$ cat config.mk
export PLATFORM = sky130hd
export DESIGN_NAME = uart_tx_feeder
export DESIGN_NICKNAME = d
export VERILOG_FILES = /design/src/rtl/uart_tx_feeder.sv
export SDC_FILE = /design/constraint.sdc
export NUM_CORES = 1
export LEC_CHECK = 0
export CAP_MARGIN = 15
export CORE_MARGIN = 1
export CORE_UTILIZATION = 50
export DETAILED_ROUTE_END_ITERATION = 7
export PLACE_DENSITY = 0.67
export SLEW_MARGIN = 20
export SYNTH_ARGS = -nofsm -noshare
export SYNTH_HDL_FRONTEND = slang
export SYNTH_SLANG_ARGS = --single-unit
$ cat constraint.sdc
create_clock -name sys_clk -period 8.6 [get_ports sys_clk]
set_input_delay 0.86 -clock sys_clk [delete_from_list [all_inputs] [get_ports sys_clk]]
set_output_delay 0.86 -clock sys_clk [all_outputs]
set_load 0.005 [all_outputs]
$ cat src/rtl/uart_tx_feeder.sv
// -----------------------------------------------------------------------------
// uart_tx_feeder
//
// Purpose:
//   Buffers bytes from an upstream producer in a small FIFO and paces them into
//   a uart_tx that has no busy/ready handshake. One po_flag pulse is issued per
//   byte, and consecutive pulses are spaced by a fixed frame time. The byte is
//   held stable on po_data for the whole serial frame.
//
// Ports:
//   sys_clk    in   1     single clock, rising edge
//   sys_rst_n  in   1     synchronous active-low reset
//   in_data    in   8     byte from producer
//   in_valid   in   1     in_data valid, held by producer until accepted
//   in_ready   out  1     FIFO not full; transfer on in_valid && in_ready
//   clr        in   1     synchronous FIFO flush (does not touch the FSM)
//   po_data    out  8     byte to uart_tx pi_data, changes only on load
//   po_flag    out  1     one-cycle start pulse to uart_tx pi_flag
//   busy       out  1     frame in progress (LOAD/SEND/WAIT)
//   fifo_cnt   out  AW+1  current FIFO occupancy
//
// FSM states:
//   state   | meaning
//   --------+-------------------------------------------------------------
//   IDLE    | no frame in progress; waits for a byte in the FIFO
//   LOAD    | pops the FIFO head into po_data and raises po_flag
//   SEND    | po_flag high this cycle; clears the frame counter
//   WAIT    | counts out the remainder of the serial frame
// -----------------------------------------------------------------------------
module uart_tx_feeder #(
  parameter int unsigned UART_BPS   = 'd9600,
  parameter int unsigned CLK_FREQ   = 'd50_000_000,
  parameter int unsigned FIFO_DEPTH = 16
) (
  input  logic                          sys_clk,
  input  logic                          sys_rst_n,
  input  logic [7:0]                    in_data,
  input  logic                          in_valid,
  output logic                          in_ready,
  input  logic                          clr,
  output logic [7:0]                    po_data,
  output logic                          po_flag,
  output logic                          busy,
  output logic [$clog2(FIFO_DEPTH):0]   fifo_cnt
);

  localparam int unsigned AW           = $clog2(FIFO_DEPTH);
  localparam int unsigned CW           = AW + 1;
  localparam int unsigned BAUD_CNT_MAX = CLK_FREQ / UART_BPS;
  localparam int unsigned FRAME_CYCLES = 11 * BAUD_CNT_MAX;

  // One frame = LOAD + SEND + WAIT(FRAME_CYCLES-3) + IDLE, so the last WAIT
  // cycle is the one where the counter reads FRAME_CYCLES-4.
  localparam logic [19:0]   WAIT_LAST  = 20'(FRAME_CYCLES - 4);
  localparam logic [CW-1:0] CNT_FULL   = CW'(FIFO_DEPTH);
  localparam logic [CW-1:0] CNT_ZERO   = '0;

  typedef enum logic [1:0] {
    ST_IDLE = 2'd0,
    ST_LOAD = 2'd1,
    ST_SEND = 2'd2,
    ST_WAIT = 2'd3
  } state_e;

  state_e          state_q, state_d;
  logic [AW-1:0]   wr_ptr_q, wr_ptr_d;
  logic [AW-1:0]   rd_ptr_q, rd_ptr_d;
  logic [CW-1:0]   cnt_q, cnt_d;
  logic [7:0]      po_data_q, po_data_d;
  logic            po_flag_q, po_flag_d;
  logic [19:0]     wait_cnt_q, wait_cnt_d;
  logic [7:0]      mem_q [FIFO_DEPTH];

  logic            push;
  logic            pop;

  // ---------------------------------------------------------------------------
  // FIFO control
  // ---------------------------------------------------------------------------
  assign in_ready = (cnt_q != CNT_FULL);

  // A push coinciding with clr is discarded.
  assign push = in_valid && in_ready && !clr;
  // The cnt check is belt-and-braces; IDLE only advances to LOAD when non-empty.
  assign pop  = (state_q == ST_LOAD) && (cnt_q != CNT_ZERO);

  always_comb begin
    wr_ptr_d = wr_ptr_q;
    rd_ptr_d = rd_ptr_q;
    cnt_d    = cnt_q;
    if (clr) begin
      wr_ptr_d = '0;
      rd_ptr_d = '0;
      cnt_d    = '0;
    end else begin
      if (push) begin
        wr_ptr_d = wr_ptr_q + AW'(1);
      end
      if (pop) begin
        rd_ptr_d = rd_ptr_q + AW'(1);
      end
      unique case ({push, pop})
        2'b10:   cnt_d = cnt_q + CW'(1);
        2'b01:   cnt_d = cnt_q - CW'(1);
        default: cnt_d = cnt_q;
      endcase
    end
  end

  // Storage is not reset; contents are only read behind a valid count.
  always_ff @(posedge sys_clk) begin
    if (push) begin
      mem_q[wr_ptr_q] <= in_data;
    end
  end

  // ---------------------------------------------------------------------------
  // Pacing FSM
  // ---------------------------------------------------------------------------
  always_comb begin
    state_d    = state_q;
    po_data_d  = po_data_q;
    po_flag_d  = 1'b0;
    wait_cnt_d = wait_cnt_q;
    unique case (state_q)
      ST_IDLE: begin
        // Do not start a frame on a byte that is being flushed this cycle.
        if ((cnt_q != CNT_ZERO) && !clr) begin
          state_d = ST_LOAD;
        end
      end
      ST_LOAD: begin
        po_data_d = mem_q[rd_ptr_q];
        po_flag_d = 1'b1;
        state_d   = ST_SEND;
      end
      ST_SEND: begin
        wait_cnt_d = '0;
        state_d    = ST_WAIT;
      end
      ST_WAIT: begin
        if (wait_cnt_q == WAIT_LAST) begin
          state_d = ST_IDLE;
        end else begin
          wait_cnt_d = wait_cnt_q + 20'd1;
        end
      end
      default: begin
        state_d = ST_IDLE;
      end
    endcase
  end

  // ---------------------------------------------------------------------------
  // Registers
  // ---------------------------------------------------------------------------
  always_ff @(posedge sys_clk) begin
    if (!sys_rst_n) begin
      state_q    <= ST_IDLE;
      wr_ptr_q   <= '0;
      rd_ptr_q   <= '0;
      cnt_q      <= '0;
      po_data_q  <= 8'h00;
      po_flag_q  <= 1'b0;
      wait_cnt_q <= '0;
    end else begin
      state_q    <= state_d;
      wr_ptr_q   <= wr_ptr_d;
      rd_ptr_q   <= rd_ptr_d;
      cnt_q      <= cnt_d;
      po_data_q  <= po_data_d;
      po_flag_q  <= po_flag_d;
      wait_cnt_q <= wait_cnt_d;
    end
  end

  assign po_data  = po_data_q;
  assign po_flag  = po_flag_q;
  assign busy     = (state_q != ST_IDLE);
  assign fifo_cnt = cnt_q;

endmodule

==> results of run 1 <==
==> worst paths after layout <==
path | start | endpoint | cells past startpoint
max | in_valid | fifo_cnt[4]$_SDFFE_PP0P_ | 12
min | po_data[5]$_SDFFE_PN0P_ | po_data[5]$_SDFFE_PN0P_ | 2
max reg2reg | fifo_cnt[1]$_SDFFE_PP0P_ | fifo_cnt[4]$_SDFFE_PP0P_ | 10
min reg2reg | po_data[5]$_SDFFE_PN0P_ | po_data[5]$_SDFFE_PN0P_ | 2
==> registers in the layout, summed over array words and instances (netlist names) <==
register,flops
rd_ptr_q,4
po_flag,1
mem_q,128
state_q,2
wr_ptr_q,4
fifo_cnt,5
wait_cnt_q,20
po_data,8
==> layout by cell type, fill, tap and decap left out, drive strengths merged, types with 5 or more instances in the layout <==
cell / count
nand2: 17
edfxtp: 128
nor3: 6
o21a: 5
xor2: 6
ha: 15
or3: 7
nand3: 10
and3: 5
nand2b: 7
nor2: 44
dfxtp: 44
mux2i: 19
o21ai: 16
a21oi: 32
clkinv: 5
clkdlybuf4s50: 27
mux4: 32
inv: 23
a311oi: 8
clkbuf: 17
==> report_power, final <==
part / internal, mW / switching [mW] / total (mW)
combinational: 0.0392 / 0.0526 / 0.0918
clock: 0.386 / 0.351 / 0.737
sequential: 0.902 / 0.00795 / 0.910
==> metrics by stage <==
step,cells,cell area [µm²],total power [mW],util,hold slack [ps]
final,700,8248,1.739,0.5896,481.6
after global routing,700,8248,1.792,0.5896,528.9
after CTS,700,8233,1.748,0.5886,485.2
after detailed placement,668,7662,1.022,0.5478,468.6
after global placement,668,7662,1.019,0.5478,458.8
after floorplan,479,7248,0.9755,-,460.5
==> kinds of logic (layout without fill, tap and decap cells) <==
kind of cell | count (synthesis) | in the layout | synth area share
muxes | 51 | 51 | 0.1257
buffers and inverters | 35 | 76 | 0.02227
adders and majority gates | 15 | 15 | 0.02589
AOI/OAI and AO/OA | 85 | 85 | 0.08269
and+or+nand+nor | 111 | 111 | 0.07958
DFF | 172 | 172 | 0.6518
xor gates and xnor gates | 10 | 10 | 0.01208
==> worst register-to-register path, stage by stage (launching register included) <==
cell and delay, ps:
dfxtp_1 410, or4_1 590, o21a_1 290, ha_1 320, xor2_1 180, ha_1 230
a211o_1 270, a21oi_1 140, a221oi_1 70, or3_1 320, a21oi_1 150
==> area by class of cell <==
cell class                 count  area (µm²)
tap                          180       225.2
timing repair buffer          31       300.3
fill                        1073        5741
sequential                   172        4726
clock buffer                  17       425.4
clock inverter                15       145.1
multi-input combinational    272        2377
inverter                      13       48.80
==> metal layers <==
layer,track usage,part of all wire,vias to the layer above
li1,-,-,1927
met5,0,0,-
met4,0.07851,0.019,0
met3,0.05716,0.054,20
met2,0.3160,0.48,100
met1,0.2753,0.45,2061
==> out/qor.csv, run 1 <==
metric,value,unit
Die Area,14980,µm²
"FF+latch count, synth",172,
PnR worst setup slack,5332,ps
layout cell share with drive strength beyond 1,0.1712,
crit path DAT,3610,ps
vias in the first global route,3912,
Resized Gates After CTS,0,
RSZ-0062 raised after global routing,no,
Placer Congestion,0.8166,
Num CTS Buffers,17,
WL final,13.85,mm
ys flop type,edfxtp_1,
DR vias,4108,
Buf/Inv on CP,3,
drt first pass iters,5,
IO Pins,28,
clk_skew,9.404,ps
Clock Pin Slew Worst Setup and Hold Paths,70,ps
commonest cells in the netlist,"edfxtp_1 (128), dfxtp_1 (44), nor2_1 (44), a21oi_1 (32), mux4_2 (32)",
PD cells,210.9,nW/µm²
leakage,2.633,nW
H-tree levels,4,
CP cell instances,clkdlybuf4s50_1 -> inv_1 -> a211oi_2 -> inv_1 -> ha_1 -> xor2_1 -> ha_1 -> a211o_1 -> a21oi_1 -> a221oi_1 -> or3_1 -> a21oi_1,
asr flop ratio synth,0,
Area Overhead vs Synth,13.79,%
top-count cell post-synth,edfxtp_1,
crit-path max FO,8,
setup slack at placement,4928,ps
Critical Path RT,8940,ps
Final Hold Viols,0,
outcome,finished clean,
TritonCTS clock tree,built,
synth top area cells,"edfxtp_1 (53%), dfxtp_1 (12%), mux4_2 (9.9%)",
Synthesized Nets,506,
Clock Latency Late Sink,430,ps
number of distinct library cells after synthesis,55,
port bufs,27,
pin count of the biggest net entering global routing,36,
Synth top area share,0.5303,
number of diodes,0,
endpoints failing setup,0,
Synth area leader,edfxtp_1,
Worst path top cell family by delay,compound AO/OA/AOI/OAI gates,
"Cell Area, Synth",7248,µm²
Initial Util,0.5182,
hold_buf cts,0,
Post-DRT Antenna Nets,0,
Slew Limit Fails,0,
fmax,306.0,MHz
slew margin rel.,0.3294,
CTS Sinks,172,
Peak VDD IR,0.0001773,V
critical path's slowest cell,clkdlybuf4s50_1,
routed len/inst,19.79,µm
MaxCap Viol Count,0,
fin crit share,0.3800,
total track usage,0.2044,
fin crit period,3268,ps
Final TNS setup,0,ps
CTS Buffer Depth,2,
Die Ht,122.4,µm
nets,534,
Synth Warn #,0,
Worst Max-Slew Pin Slew,1002,ps
Post-synth EDFFs,128,
initial antenna violation count,0,
CP startpoint kind,input pin,
Worst path max stage delay,460,ps
crit end category,register,
core area,13990,µm²
R2R Setup Slk,5540,ps
initial DRC count,262,
vias per cell,5.869,
total grt overflow,0,
first-pass GRT wire length,21.70,mm
Post-DP HPWL,8.981,mm
# rows,43,
# Post-CTS Setup Buffers,0,
chip width,122.4,µm
register area share after synthesis,0.6518,
Crit Path Class,in -> reg,
"Avg Cell Area, Syn",15.13,µm²
Root Buffer,clkbuf_16,
hold crit path type,reg -> reg,
drc violations,0,
Syn Inst Count,479,
Note: power is estimated with default switching activity, not from simulation.
==> run 2: changes to the inputs <==
Clock period 8.6 ns to 3.35 ns, I/O delays scaled along.
==> run 2 against run 1 <==
Design area rose by 1.6%. Setup slack worse by 5000 ps. Non-clock buffer count up 19. Via count grew 2.1%. Critical path type is now reg -> reg. Clock skew is 2.3 ps lower.
==> out/qor.csv, run 2 (same netlist as run 1, synthesis figures left out) <==
metric,value,unit
number of diodes,0,
Placer Congestion,0.8465,
"most common cell after layout, fill and taps aside",edfxtp_1,
pin count of the biggest net entering global routing,24,
Worst Max-Slew Pin Slew,948.7,ps
DR vias,4196,
Clock Latency Late Sink,430,ps
fin crit share,0.8971,
# rows,43,
chip width,122.4,µm
worst hold start,po_data[7]$_SDFFE_PN0P_,
fin util,0.5992,
nets,553,
vias in the first global route,4153,
CTS Buffer Depth,2,
crit-path max FO,10,
clk_skew,7.072,ps
MaxCap Viol Count,0,
endpoints failing setup,0,
Critical Path RT,3700,ps
slew margin rel.,0.3652,
max FFs per register,128,
FF-to-FF Start,fifo_cnt[1]$_SDFFE_PP0P_,
Peak VDD IR,0.0004313,V
Buf/Inv on CP,0,
H-tree levels,4,
drt first pass iters,5,
core area,13990,µm²
Biggest register,mem_q,
Crit Path Class,reg -> reg,
TritonCTS clock tree,built,
Hold Path Sink,po_data[7]$_SDFFE_PN0P_,
Worst R2R End,fifo_cnt[4]$_SDFFE_PP0P_,
Hold Path Stages,2,
Num CTS Buffers,17,
Root Buffer,clkbuf_16,
path length in cells of the critical path,10,
vias per cell,5.836,
Post-DP HPWL,9.539,mm
CP cell instances,or4_1 -> o21a_1 -> ha_1 -> xor2_1 -> ha_1 -> a211o_1 -> a21oi_1 -> a221oi_1 -> or3_1 -> a21oi_1,
critical path's slowest cell,or4_1,
PD cells,528.5,nW/µm²
leakage,2.711,nW
crit path DAT,3350,ps
initial antenna violation count,0,
routed len/inst,20.06,µm
IO Pins,28,
Final Hold Viols,0,
# Post-CTS Setup Buffers,0,
hold crit path type,reg -> reg,
Slew Limit Fails,0,
most frequent cells in the layout,"edfxtp_1 (128), nor2_1 (44), dfxtp_1 (43), a21oi_1 (32), mux4_2 (32)",
fin crit period,3005,ps
Worst path top cell family by delay,compound AO/OA/AOI/OAI gates,
crit end category,register,
Area Overhead vs Synth,15.64,%
Die Area,14980,µm²
R2R Setup Slk,340,ps
Reg2Reg Depth,10,
Post-DRT Antenna Nets,0,
port bufs,27,
total track usage,0.2150,
CTS Sinks,172,
Die Ht,122.4,µm
hold_buf cts,0,
WL final,14.43,mm
Final TNS setup,0,ps
fmax,332.8,MHz
Resized Gates After CTS,0,
total grt overflow,0,
Clock Pin Slew Worst Setup and Hold Paths,60,ps
RSZ-0062 raised after global routing,no,
first-pass GRT wire length,23.16,mm
outcome,finished clean,
layout cell share with drive strength beyond 1,0.1892,
Initial Util,0.5182,
initial DRC count,449,
CP startpoint kind,register,
Worst path max stage delay,560,ps
drc violations,0,
## run 2: cell types whose count changed in the layout (fill, tap and decap cells not counted), moves of 2 or more
cell	change
inv_8	-5
clkbuf_1	+4
nor3_1	+3
nor3_2	-3
buf_4	+17
buf_12	+2
## run 2: metal layers
metal / wire length (µm) / GRT usage / vias up
met5: 0 / 0 / -
met3: 611 / 0.04368 / 21
met1: 6562 / 0.3024 / 2106
met2: 6984 / 0.3287 / 107
li1: - / - / 1962
met4: 267 / 0.08613 / 0
## run 2: area by class of cell
class                      instances  area (µm²)
clock buffer                      21       440.4
timing repair buffer              50       467.9
fill                            1070        5607
inverter                          13       48.80
multi-input combinational        272        2362
clock inverter                    11       111.4
tap                              180       225.2
sequential                       172        4726
## run 2: worst reg2reg max path: cells and delay by family, from the launching register on
kind | cells | cell delay, ps
compound gates | 5 | 890
fa+ha+maj | 2 | 560
simple gates | 2 | 880
flops | 1 | 410
xor+xnor | 1 | 180
## run 2: worst max path at each step
stage | from | to | slack, ps
after CTS | fifo_cnt[1]$_SDFFE_PP0P_ | fifo_cnt[4]$_SDFFE_PP0P_ | 360
after detailed placement | fifo_cnt[1]$_SDFFE_PP0P_ | fifo_cnt[4]$_SDFFE_PP0P_ | 390
final | fifo_cnt[1]$_SDFFE_PP0P_ | fifo_cnt[4]$_SDFFE_PP0P_ | 340
after floorplan | fifo_cnt[1]$_SDFFE_PP0P_ | fifo_cnt[4]$_SDFFE_PP0P_ | 530
after global routing | fifo_cnt[1]$_SDFFE_PP0P_ | fifo_cnt[4]$_SDFFE_PP0P_ | 150
after global placement | fifo_cnt[1]$_SDFFE_PP0P_ | fifo_cnt[4]$_SDFFE_PP0P_ | 450
## run 2: stage by stage
step	area [µm²]	std cells	power, mW	worst slack [ps]	hold WS (ps)
finish	8382	719	4.430	344.7	471.9
global placement	7830	687	2.623	449.9	456.5
detailed placement	7830	687	2.634	388.9	461.7
floorplan	7248	479	2.504	525.5	433.9
CTS	8382	719	4.460	362.2	475.7
global route	8382	719	4.581	145.4	510.2
## run 2: report_power, final
| part | switching [mW] | internal [mW] |
|---|---|---|
| sequential | 0.0217 | 2.32 |
| combinational | 0.139 | 0.106 |
| clock | 0.811 | 1.04 |
